[config.mk]
export PLATFORM = sky130hd
export DESIGN_NAME = counter
export DESIGN_NICKNAME = d
export VERILOG_FILES = /design/src/rtl/counter_pkg.sv /design/src/rtl/counter_next.sv /design/src/rtl/counter.sv
export SDC_FILE = /design/constraint.sdc
export NUM_CORES = 1
export LEC_CHECK = 0
export ABC_CLOCK_PERIOD_IN_PS = 2000
export BUFFER_PORTS_ARGS = -buffer_cell sky130_fd_sc_hd__buf_2
export CAP_MARGIN = 5
export CORE_UTILIZATION = 30
export DETAILED_ROUTE_END_ITERATION = 8
export PLACE_DENSITY = 0.58
export SKIP_CTS_REPAIR_TIMING = 1
export SLEW_MARGIN = 5
export SYNTH_ARGS = -nofsm -noshare
export SYNTH_HDL_FRONTEND = slang
export SYNTH_SLANG_ARGS = --single-unit
export TNS_END_PERCENT = 10
[constraint.sdc]
create_clock -name clk -period 2 [get_ports clk]
set_input_delay 0.3 -clock clk [delete_from_list [all_inputs] [get_ports clk]]
set_output_delay 0.3 -clock clk [all_outputs]
set_load 0.03 [all_outputs]
[src/rtl/counter_pkg.sv]
// Shared constants for the 4-bit up/down/load counter.
// Mode encoding and data width live here so counter and counter_next agree.
package counter_pkg;

   localparam int WIDTH = 4;

   typedef enum logic [1:0] {
      MODE_UP1  = 2'b00,
      MODE_DN1  = 2'b01,
      MODE_UP3  = 2'b10,
      MODE_LOAD = 2'b11
   } mode_e;

   localparam logic [WIDTH-1:0] Q_MAX = '1;
   localparam logic [WIDTH-1:0] Q_MIN = '0;

endpackage

[src/rtl/counter_next.sv]
// Combinational next-state for the counter: next Q, next rco, next load.
// COUNTER_SAT_EN selects clamping at 15/0 instead of modulo-16 wrap.
module counter_next
   import counter_pkg::*;
(
   input  logic [WIDTH-1:0] q,
   input  logic             enable,
   input  logic [1:0]       mode,
   input  logic [WIDTH-1:0] d,
   output logic [WIDTH-1:0] q_next,
   output logic             rco_next,
   output logic             load_next
);

   logic [WIDTH:0] sum;
   logic           arith;
   logic           down;

   always_comb begin
      q_next    = q;
      rco_next  = 1'b0;
      load_next = 1'b0;
      sum       = '0;
      arith     = 1'b0;
      down      = 1'b0;
      if (enable) begin
         // An unknown mode matches no item and falls to the hold default.
         case (mode_e'(mode))
            MODE_UP1: begin
               sum   = {1'b0, q} + (WIDTH+1)'(1);
               arith = 1'b1;
            end
            MODE_DN1: begin
               sum   = {1'b0, q} - (WIDTH+1)'(1);
               arith = 1'b1;
               down  = 1'b1;
            end
            MODE_UP3: begin
               sum   = {1'b0, q} + (WIDTH+1)'(3);
               arith = 1'b1;
            end
            MODE_LOAD: begin
               q_next    = d;
               load_next = 1'b1;
            end
            default: begin
               q_next = q;
            end
         endcase

         if (arith) begin
            // sum[WIDTH] is the carry (up) or borrow (down) out of bit 3.
            rco_next = sum[WIDTH];
`ifdef COUNTER_SAT_EN
            if (sum[WIDTH]) begin
               q_next = down ? Q_MIN : Q_MAX;
            end else begin
               q_next = sum[WIDTH-1:0];
            end
`else
            q_next = sum[WIDTH-1:0];
`endif
         end
      end
   end

endmodule

[src/rtl/counter.sv]
// 4-bit counter top: output registers and async active-low reset only.
// Build option: COUNTER_SAT_EN (saturating instead of wrapping count).
module counter
   import counter_pkg::*;
(
   input  logic             clk,
   input  logic             reset,
   input  logic             enable,
   input  logic [1:0]       mode,
   input  logic [WIDTH-1:0] D,
   output logic [WIDTH-1:0] Q,
   output logic             load,
   output logic             rco
);

   logic [WIDTH-1:0] q_q, q_d;
   logic             load_q, load_d;
   logic             rco_q, rco_d;

   counter_next u_next (
      .q         (q_q),
      .enable    (enable),
      .mode      (mode),
      .d         (D),
      .q_next    (q_d),
      .rco_next  (rco_d),
      .load_next (load_d)
   );

   always_ff @(posedge clk or negedge reset) begin
      if (!reset) begin
         q_q    <= '0;
         load_q <= 1'b0;
         rco_q  <= 1'b0;
      end else begin
         q_q    <= q_d;
         load_q <= load_d;
         rco_q  <= rco_d;
      end
   end

   assign Q    = q_q;
   assign load = load_q;
   assign rco  = rco_q;

endmodule

# After elaboration in Yosys (flattened, before gate mapping)

Index checks and enable logic that the tools add are counted.

Register bits after elaboration: 6
Latch bits: 0
Bits in writable memories: 0
ROM bits: 0
Output and inout port bits: 6
Memories kept: 0

Add/subtract/negate cells: 3
Multipliers: 0
Div/mod/pow operators: 0
$lt $le $gt $ge: 0
Eq/ne operators: 3
Shift-type cells: 0
Multiplexer cells: 9
Bitwise logic cells: 0
Reduce and logical (&&, ||, !) cells: 4

Operator list:

| kind                  | number |
|---|---|
| $pmux W5 S3           | 1 |
| $mux W4               | 2 |
| $mux W1               | 6 |
| $add A4 B1 Y5 const B | 1 |
| $add A4 B2 Y5 const B | 1 |
| $sub A4 B1 Y5 const B | 1 |
| $eq A2 B2 Y1 const B  | 2 |
| $reduce_or A3 Y1      | 1 |
| $eq A2 B1 Y1 const B  | 1 |
| $logic_not A2 Y1      | 1 |
| $reduce_and A2 Y1     | 1 |
| $reduce_bool A2 Y1    | 1 |

# Logic depth before layout (Yosys ltp)

Gate-level depths: netlist of run 1.

Depth after elaboration: 6
Mapped depth: 9
Mapped depth without buffers: 9

# By module

From an unflattened synthesis of run 1, not the netlist that was laid out.

Cell total of the unflattened synthesis: 49
Area total of the unflattened synthesis: 420.4 um^2

Modules (own cells, without submodules):

| module       | times used | cells an instance | area each (um^2) |
|---|---|---|---|
| counter_next | 1          | 43                | 270.3 |
| counter      | 1          | 6                 | 150.1 |

# Worst setup path after synthesis of run 1

No wires, ideal clock.

Path kind: input port to flip-flop
Start point: in mode[1]
End point: reg q_q[3] (netlist: Q[3])
Data arrival time: 1.643 ns
Path slack: 0.233 ns
Stages on the path: 9
Path buffers: 0
Cells stage by stage: inv_1 > ha_1 > inv_1 > ha_1 > a21oi_2 > nor2_1 > a211oi_2 > mux2i_1 > a21oi_1

Cells in the longest elaborated chain, start to end: 6
Elaborated cells between the ends (all ways): 11
Classes of those cells: eq/ne (3); mux (4); reduce/logical (4)

RTL lines:

| item                                 | line               | RTL |
|---|---|---|
| start: declaration                   | counter.sv:9       | `input logic [1:0] mode,` |
| $eq A2 B2 Y1 (tied with other cells) | counter_next.sv:28 | `case (mode_e'(mode))` |
| $reduce_or A3 Y1 (no line)           | --                 |  |
| $mux W1                              | counter_next.sv:28 |  |
| $mux W1                              | counter_next.sv:26 | `if (enable) begin` |
| $reduce_bool A2 Y1 (no line)         | --                 |  |
| $reduce_and A2 Y1 (no line)          | --                 |  |
| end signal: assignment               | counter.sv:36      | `q_q <= q_d;` |
| end: declaration                     | counter.sv:16      | `logic [WIDTH-1:0] q_q, q_d;` |

Several ways; a longest one is shown, not always the timed one. The select of a mux whose other input is x is not followed.
A chain may end at the register's enable or synchronous reset.

# Worst setup path in the final report of run 1

Same ends and word-level chain as after synthesis.

==> summary.md, run 1 <==
| Metric | Value |
|---|---|
| DP Worst Slack | `roughly 0.047 ns` |
| CTS root buffer | `clkbuf_4` |
| Post-layout min period | `1.68 ns` |
| Initial Utilization | `32.0%` |
| Clock sinks | `6` |
| Slew Limit Fails | `0` |
| Fmax achieved | `0.596 GHz` |
| Worst path cell trace | `buf_2 > inv_1 > ha_1 > inv_1 > ha_1 > a21oi_2 > nor2_1 > a211oi_2 > mux2i_1 > a21oi_1` |
| Worst-path fanout max | `2` |
| CTS tree | `done` |
| Worst R2R Setup Slack | `0.43 ns` |
| Slew margin rel. | `82.9%` |
| Ys flop type | `dfrtp_1` |
| First DRT Iteration DRCs | `9` |
| Die area | `0.00154 mm2` |
| Max stage delay on crit path | `0.30 ns` |
| Post-synth EDFFs | `0` |
| Remaining routing DRC violations | `0` |
| Port bufs | `14` |
| Endpoint class of the critical path | `flip-flop` |
| Vias in the first global route | `365` |
| RR Endpoint | `Q[3]` |
| DP HPWL | `648 um` |
| Clock-pin transition on the worst setup and hold timing paths | `about 0.04 ns` |
| DR vias | `402` |
| Post-route setup slack | `0.322 ns` |
| Async S/R FF share, synth | `between 90% and 100%` |
| Vias per cell | `4.90` |
| Layout Nets | `83` |
| Core area | `between 0.001 and 0.0015 mm2` |
| Critical Path AT | `1.80 ns` |
| Cells after synthesis | `50` |
| First-pass GRT wire length | `1480 um` |
| Distinct cells, synth | `16` |
| # diodes | `0` |
| Max-cap violation count | `0` |
| Critical path required time | `approximately 2.1 ns` |
| Cell taking the most area after synthesis | `dfrtp_1` |
| Share of Yosys cell area claimed by the top area cell type | `36.0%` |
| H-tree levels | `1` |
| Post-DRT Antenna Nets | `0` |
| Initial antenna violation count | `0` |
| Worst Skew | `between 0.002 and 0.0025 ns` |
| Layout cells sized above 1 | `28.4%` |
| Synth Register Bits | `6` |
| P&R area growth vs syn | `28.2%` |
| Ys Warns | `0` |
| DRT Wirelength | `843 um` |
| Max VDD drop | `0.000590 V` |
| Post-Place Cells | `78` |
| Hold Crit Class | `primary input to flip-flop` |
| RSZ-0062 raised after global routing | `no` |
| GR Overflow Total | `0` |
| Run status | `finished, final reports clean` |
| Pin count of the biggest net entering global routing | `10` |
| Clock Latency Late Sink | `0.24 ns` |
| Hold-critical path depth | `3` |
| WS Path Type | `primary input to flip-flop` |
| Net count of the mapped netlist | `64` |
| Measured slew at the worst slew-check pin | `between 0.2 and 0.3 ns` |
| Mean Syn Cell Area | `around 8.3 um2` |
| R2r worst-path depth | `6` |
| HP Start | `D[0]` |
| Hold Crit Endpoint | `Q[0]` |
| Clock Tree Buf Depth | `2` |
| # rows | `13` |
| Routed length per instance | `10.3 um` |
| Fin Setup TNS | `0 ns` |
| Final setup fails | `0` |
| Final Non-Filler Cells | `82` |
| Synth Cell Area | `about 420 um2` |
| PD cells | `1150 mW/mm2` |
| Die height | `roughly 39 um` |
| Crit share post-route | `83.9%` |
| Sequential share of the synthesized area | `about 36%` |
| Total CTS buffers | `3` |
| Gpl congestion | `0.708` |
| Startpoint Class | `primary input` |
| Die width | `39.3 um` |
| Slowest stage cell, crit path | `ha_1` |
| Final Hold Viols | `0` |
| Final Util | `41.1%` |
| Total GRT Usage | `15.4%` |
| Launch point of the worst path | `mode[1]` |
| Drt first pass iters | `5` |
| CP top delay family | `adder cells` |
| P_leak | `around 0.28 nW` |
| Reg-to-Reg Start | `Q[1]` |
| Synth top area cells | `dfrtp_1, ha_1, inv_1, nor2_1, a21oi_1` |
| Number of I/O pins | `15` |
| WP buf/inv | `3` |
| Post-layout power | `0.000615 W` |
layer usage:
layer / track usage [%] / wire (um) / up-vias / share of wire [%]
li1: - / - / 205 / -
met1: 16.2 / 392 / 181 / 47
met3: 8.52 / 57 / 2 / 6.8
met5: 0 / 0 / - / 0
met4: 7.76 / 14 / 0 / 1.7
met2: 24.6 / 379 / 14 / 45
placed cells by master (no fill, tap or decap), types with 2 or more instances in the layout:
cell and count:
buf_2 14, inv_1 7, nor2_1 7, dfrtp_1 6, nand2_1 5, o21ai_0 5, a21oi_1 5, ha_1 4
clkbuf_4 3, nand3_1 2, o22ai_1 2
cell usage after synthesis (all sizes together) (2+ instances only):
cell / instances
nor2: 7
nand2: 5
inv: 7
a21oi: 6
dfrtp: 6
ha: 4
o22ai: 2
o21ai: 5
nand3: 2
per-stage QoR:
stage | cell area (um2) | hold slack [ns]
floorplan | 417 | 0.00441
global placement | 502 | 0.127
detailed placement | 502 | 0.131
CTS | 524 | -0.132
global route | 534 | 0.291
finish | 534 | 0.280
logic make-up (layout without fill, tap and decap cells):
logic type	Yosys count	after routing	share of synthesized area, %
fa+ha+maj	5	5	16.8
buf+inv	8	25	7.21
compound gates	15	15	22.2
xor+xnor	1	1	2.10
flops	6	6	36.0
simple gates	14	14	13.2
mux	1	1	2.40
worst max-delay path by stage:
stage / endpoint / slack, ns / cells past startpoint
3_5_place_dp: Q[3] / 0.05 / 10
4_1_cts: Q[3] / 0.31 / 10
6_report: Q[3] / 0.32 / 10
2_1_floorplan: Q[3] / 0.23 / 9
3_3_place_gp: Q[3] / 0.08 / 10
5_1_grt: Q[3] / 0.18 / 10
final cells by class:
| cell class | count | area [um2] |
|---|---|---|
| Fill cell | 156 | 767 |
| Multi-Input combinational cell | 36 | 236 |
| Sequential cell | 6 | 150 |
| Timing Repair Buffer | 15 | 80.1 |
| Inverter | 7 | 26.3 |
| Clock buffer | 3 | 22.5 |
| Tap cell | 15 | 18.8 |
sequential cells by signal (all words and copies together), names as in the netlist:
signal and count:
Q 4, load 1, rco 1
report_power, final:
group / switching [W] / total [W] / internal, W
Clock: 0.0000424 / 0.000110 / 0.0000678
Combinational: 0.000181 / 0.000295 / 0.000114
Sequential: 0.0000529 / 0.000210 / 0.000157
worst register-to-register path, cell delays in order (launching register included):
cell and delay, ns:
dfrtp_1 0.40, ha_1 0.31, a21oi_2 0.17, nor2_1 0.06, a211oi_2 0.22, mux2i_1 0.20
a21oi_1 0.08
(Power assumes the default switching activity.)
==> run 2: changes to the inputs <==
--- a/config.mk
+++ b/config.mk
@@ -5,7 +5,7 @@
 export SDC_FILE = /design/constraint.sdc
 export NUM_CORES = 1
 export LEC_CHECK = 0
-export ABC_CLOCK_PERIOD_IN_PS = 2000
+export ABC_CLOCK_PERIOD_IN_PS = 1700
 export BUFFER_PORTS_ARGS = -buffer_cell sky130_fd_sc_hd__buf_2
 export CAP_MARGIN = 5
 export CORE_UTILIZATION = 30
==> constraint.sdc (replaced) <==
create_clock -name clk -period 1.7 [get_ports clk]
set_input_delay 0.255 -clock clk [delete_from_list [all_inputs] [get_ports clk]]
set_output_delay 0.255 -clock clk [all_outputs]
set_load 0.03 [all_outputs]
==> run 2 against run 1 <==
Global-route usage down 1.6 points. Largest power group unchanged. Flip-flop and latch count stayed put. Power grew 20%. Count of clock-buffer cells in the layout unchanged. Register-to-register slack worse by 0.28 ns. Clock skew is essentially flat. Non-clock buffer count grew 5.
==> summary.md, run 2 (synthesis gave the netlist of run 1 again) <==
| Metric | Value |
|---|---|
| DRT Wirelength | `856 um (+1.5%)` |
| Clock Tree Buf Depth | `2 (unchanged)` |
| Max-cap violation count | `0 (unchanged)` |
| H-tree levels | `1 (unchanged)` |
| # rows | `13 (unchanged)` |
| First DRT Iteration DRCs | `7 (-2)` |
| Critical path required time | `1.82 ns (-0.31 ns)` |
| Post-DRT Antenna Nets | `0 (unchanged)` |
| Initial antenna violation count | `0 (unchanged)` |
| Die height | `39.3 um (unchanged)` |
| Fmax achieved | `0.630 GHz` |
| Crit share post-route | `93.4%` |
| P_leak | `0.307 nW (+11%)` |
| Slew Limit Fails | `0 (unchanged)` |
| Endpoint class of the critical path | `flip-flop` |
| DP HPWL | `678 um (+4.6%)` |
| Remaining routing DRC violations | `0 (unchanged)` |
| PD cells | `1280 mW/mm2 (+11%)` |
| Total GRT Usage | `13.9% (-1.6 points)` |
| Gpl congestion | `0.720 (+1.7%)` |
| Routed length per instance | `9.84 um (-4.3%)` |
| # diodes | `0 (unchanged)` |
| CTS tree | `done` |
| Die width | `39.3 um (unchanged)` |
| Startpoint Class | `primary input` |
| Worst-path fanout max | `2 (unchanged)` |
| HP Start | `D[0]` |
| Vias per cell | `4.72 (-3.6%)` |
| Core area | `0.00130 mm2 (unchanged)` |
| Worst R2R Setup Slack | `0.15 ns (-0.28 ns)` |
| Reg-to-Reg Start | `Q[1]` |
| Port bufs | `14 (unchanged)` |
| RSZ-0062 raised after global routing | `no` |
| Post-layout power | `0.000739 W (+20%)` |
| Final Hold Viols | `0 (unchanged)` |
| Max reg flops | `4 (unchanged)` |
| GR Overflow Total | `0 (unchanged)` |
| Clock Latency Late Sink | `0.24 ns (about the same)` |
| CTS root buffer | `clkbuf_4` |
| First-pass GRT wire length | `1390 um (-6.1%)` |
| Total CTS buffers | `3 (unchanged)` |
| Critical Path AT | `1.71 ns (-0.09 ns)` |
| Initial Utilization | `32.0% (unchanged)` |
| Die area | `0.00154 mm2 (unchanged)` |
| P&R area growth vs syn | `39.0%` |
| Hold Crit Class | `primary input to flip-flop` |
| Launch point of the worst path | `mode[1]` |
| Most frequent cells in the layout | `buf_2, inv_1, nor2_1` |
| Layout cells sized above 1 | `34.7% (+6.4 points)` |
| Worst Skew | `0.00192 ns (-0.000275 ns)` |
| Leading cell type in the layout, fill and taps excluded | `buf_2` |
| Slew margin rel. | `82.6% (-0.25 points)` |
| Max VDD drop | `0.000868 V (+47%)` |
| Clock sinks | `6 (unchanged)` |
| Drt first pass iters | `4 (-1)` |
| Number of I/O pins | `15 (unchanged)` |
| Pin count of the biggest net entering global routing | `10 (unchanged)` |
| Vias in the first global route | `336 (-7.9%)` |
| WS Path Type | `primary input to flip-flop` |
| Clock-pin transition on the worst setup and hold timing paths | `0.04 ns (about the same)` |
| Post-layout min period | `roughly 1.6 ns` |
| Run status | `finished, final reports clean` |
| Layout Nets | `88 (+6.0%)` |
| Hold_ws | `0.229 ns (-0.0502 ns)` |
| DR vias | `411 (+2.2%)` |
| Measured slew at the worst slew-check pin | `0.261 ns (+0.00377 ns)` |
| Final setup fails | `0 (unchanged)` |
## run 2: cell count changes in the layout (fill, tap and decap cells not counted), sizes merged
cell / before / now
buf: 14 / 19
## run 2: layout make-up
cell class / instances / area, um2
Sequential cell: 6 / 150
Multi-Input combinational cell: 36 / 244
Timing Repair Buffer: 20 / 118
Inverter: 7 / 26.3
Tap cell: 15 / 18.8
Fill cell: 138 / 722
Clock buffer: 3 / 22.5
## run 2: critical path: stages
cell and delay [ns]:
buf_2 0.09, inv_1 0.04, ha_1 0.28, inv_1 0.04, ha_1 0.28, a21oi_2 0.18, nor2_1 0.07, a211oi_2 0.18
mux2i_1 0.22, a21oi_1 0.08
## run 2: path summary, 6_finish.rpt
kind,cells after the start,endpoint
worst max-delay path,10,Q[3]
worst min-delay path,3,Q[0]
worst max register to register,6,Q[3]
worst min register to register,2,Q[0]
max in group asynchronous,2,rco
min in group asynchronous,2,load
## run 2: per-layer routing
layer  up-vias  track usage (%)  routed length (um)
li1        213                -                   -
met1       182             18.0                 409
met2        14             20.4                 377
met3         2             7.39                  64
met4         0             2.59                   4
met5         -                0                   0
## run 2: where the power goes
group          internal (W)  switching [W]
clock             0.0000796      0.0000471
combinational      0.000151       0.000221
sequential         0.000184      0.0000557
total              0.000415       0.000324
## run 2: through the flow
stage	cells	worst slack, ns	TNS (ns)	area, um2	utilization (%)
finish	87	0.113	0	579	44.5
CTS	86	0.110	0	562	43.2
detailed placement	83	-0.143	-0.263	539	41.4
global placement	83	-0.114	-0.252	539	41.4
global route	87	0.00668	0	579	44.5
floorplan	50	0.0283	0	417	-
==> run 3: changes to the inputs <==
--- a/config.mk
+++ b/config.mk
@@ -11,6 +11,7 @@
 export CORE_UTILIZATION = 30
 export DETAILED_ROUTE_END_ITERATION = 8
 export PLACE_DENSITY = 0.58
+export RECOVER_POWER = 100
 export SKIP_CTS_REPAIR_TIMING = 1
 export SLEW_MARGIN = 5
 export SYNTH_ARGS = -nofsm -noshare
==> run 3 against run 2 <==
Sequential share of layout area increased by 0.40 points. Register-to-register slack about the same. Critical endpoint unchanged. Critical path type unchanged. Clock power about the same. Highest routed layer unchanged. Global-route usage unchanged.
==> summary.md, run 3 (synthesis gave the netlist of run 1 again) <==
| Metric | Value |
|---|---|
| Run status | `finished, final reports clean` |
| Design Area, Final | `571 um2 (-1.5%)` |
| Die area | `0.00154 mm2 (unchanged)` |
| Gate power share | `49.5% (-0.9 points)` |
| Sw frac | `44.6% (+0.84 points)` |
| Drt first pass iters | `4 (unchanged)` |
| WS Path Type | `primary input to flip-flop` |
| Number of fill cells | `142 (+2.9%)` |
| HP Start | `D[0]` |
| Layout cells sized above 1 | `25.0% (-9.7 points)` |
| Hold Crit Class | `primary input to flip-flop` |
| CTS root buffer | `clkbuf_4` |
| Crit share post-route | `93.1% (-0.29 points)` |
| CTS tree | `done` |
| Net switching power | `0.000325 W (+0.38%)` |
| Post-DRT Antenna Nets | `0 (unchanged)` |
| DP Worst Slack | `-0.143 ns (unchanged)` |
| Die height | `39.3 um (unchanged)` |
| First-pass GRT wire length | `1390 um (unchanged)` |
| Slew margin rel. | `75.8% (-6.8 points)` |
| Die width | `39.3 um (unchanged)` |
| P_leak | `0.285 nW (-7.2%)` |
| Worst R2R Setup Slack | `0.15 ns (about the same)` |
| Reg-to-Reg Start | `Q[1]` |
| First DRT Iteration DRCs | `7 (unchanged)` |
| Critical path required time | `1.82 ns (about the same)` |
| Dpl cell area | `539 um2 (unchanged)` |
| Final setup fails | `0 (unchanged)` |
| Port bufs | `14 (unchanged)` |
| Endpoint class of the critical path | `flip-flop` |
| Max reg flops | `4 (unchanged)` |
| Layout Nets | `88 (unchanged)` |
| DP HPWL | `678 um (unchanged)` |
| Final Hold Viols | `0 (unchanged)` |
| Initial antenna violation count | `0 (unchanged)` |
| DR vias | `412 (+0.24%)` |
| # diodes | `0 (unchanged)` |
| Measured slew at the worst slew-check pin | `0.365 ns (+0.104 ns)` |
| Vias per cell | `4.74 (+0.24%)` |
| Core area | `0.00130 mm2 (unchanged)` |
| Slew Limit Fails | `0 (unchanged)` |
| Final Util | `43.8% (-0.67 points)` |
| Total GRT Usage | `13.9% (unchanged)` |
| RR Endpoint | `Q[3]` |
| Number of I/O pins | `15 (unchanged)` |
| Flop pwr share | `33.1% (+0.6 points)` |
| Clk pwr share | `17.4% (+0.3 points)` |
| Initial Utilization | `32.0% (unchanged)` |
| PD cells | `1280 mW/mm2 (about the same)` |
| Total CTS buffers | `3 (unchanged)` |
| Remaining routing DRC violations | `0 (unchanged)` |
| GR Overflow Total | `0 (unchanged)` |
| Fmax achieved | `0.632 GHz (+0.31%)` |
| Worst-path fanout max | `2 (unchanged)` |
| RSZ-0062 raised after global routing | `no` |
| Clock Tree Buf Depth | `2 (unchanged)` |
| Max VDD drop | `0.000868 V (about the same)` |
| # rows | `13 (unchanged)` |
| Final Non-Filler Cells | `87 (unchanged)` |
| Post-Place Cells | `83 (unchanged)` |
| Max-cap violation count | `0 (unchanged)` |
| Routed length per instance | `9.87 um (+0.35%)` |
| Most frequent cells in the layout | `inv_1, nor2_1, buf_2, clkbuf_1, dfrtp_1` |
| DRT Wirelength | `859 um (+0.35%)` |
| H-tree levels | `1 (unchanged)` |
| Clock-pin transition on the worst setup and hold timing paths | `0.04 ns (about the same)` |
| Gpl congestion | `0.720 (unchanged)` |
| Startpoint Class | `primary input` |
| Hold Crit Endpoint | `Q[0]` |
| Pin count of the biggest net entering global routing | `10 (unchanged)` |
| Post-layout min period | `1.58 ns (-0.00491 ns)` |
| Hold-critical path depth | `3 (unchanged)` |
| Worst Skew | `0.00192 ns (+0.0000000300 ns)` |
| Clock Latency Late Sink | `0.24 ns (about the same)` |
| Cell Int Power | `0.000403 W (-3.0%)` |
| P&R area growth vs syn | `36.9%` |
| Post-route setup slack | `0.118 ns (+0.00491 ns)` |
| R2r worst-path depth | `6 (unchanged)` |
| Vias in the first global route | `336 (unchanged)` |
| Critical Path AT | `1.70 ns (about the same)` |
| Clock sinks | `6 (unchanged)` |
## run 3: how the worst max path moves through the flow
stage	start	endpoint	slack (ns)	cells past startpoint
after global placement	mode[1]	Q[3]	-0.11	10
after detailed placement	mode[1]	Q[3]	-0.14	10
after CTS	mode[1]	Q[3]	0.11	10
after floorplan	mode[1]	Q[3]	0.03	9
final	mode[1]	Q[3]	0.12	10
after global routing	mode[1]	Q[2]	0.006	9
## run 3: critical path: stages
cell      delay, ns
buf_2          0.09
inv_1          0.04
ha_1           0.28
inv_1          0.05
ha_1           0.28
a21oi_2        0.18
nor2_1         0.07
a211oi_2       0.18
mux2i_1        0.22
a21oi_1        0.08
## run 3: layout make-up
type | count | area [um2] | share of cell area (%)
Multi-Input combinational cell | 36 | 244 | 42.8
Sequential cell | 6 | 150 | 26.3
Inverter | 7 | 26.3 | 4.61
Tap cell | 15 | 18.8 | 3.29
Clock buffer | 3 | 22.5 | 3.95
Timing Repair Buffer | 20 | 109 | 19.1
## run 3: metal layers
layer / vias to the layer above / routed length [um] / global-route usage (%)
met4: 0 / 4 / 2.59
met5: - / 0 / 0
met1: 181 / 411 / 18.0
met3: 2 / 66 / 7.39
li1: 213 / - / -
met2: 16 / 377 / 20.4
## run 3: power by group through the flow
| stage | Clock [W] | Combinational, W | Sequential [W] |
|---|---|---|---|
| after floorplan | 0 | 0.000183 | 0.000319 |
| after global placement | 0 | 0.000361 | 0.000240 |
| after detailed placement | 0 | 0.000365 | 0.000242 |
| after CTS | 0.000132 | 0.000366 | 0.000240 |
| after global routing | 0.000144 | 0.000397 | 0.000250 |
| final | 0.000127 | 0.000360 | 0.000241 |
## run 3: through the flow
stage	power [W]	setup TNS [ns]	hold WS, ns
finish	0.000728	0	0.229
detailed placement	0.000607	-0.263	0.0861
global placement	0.000601	-0.252	0.0844
global route	0.000790	0	0.255
floorplan	0.000502	0	-0.0406
CTS	0.000737	0	-0.172
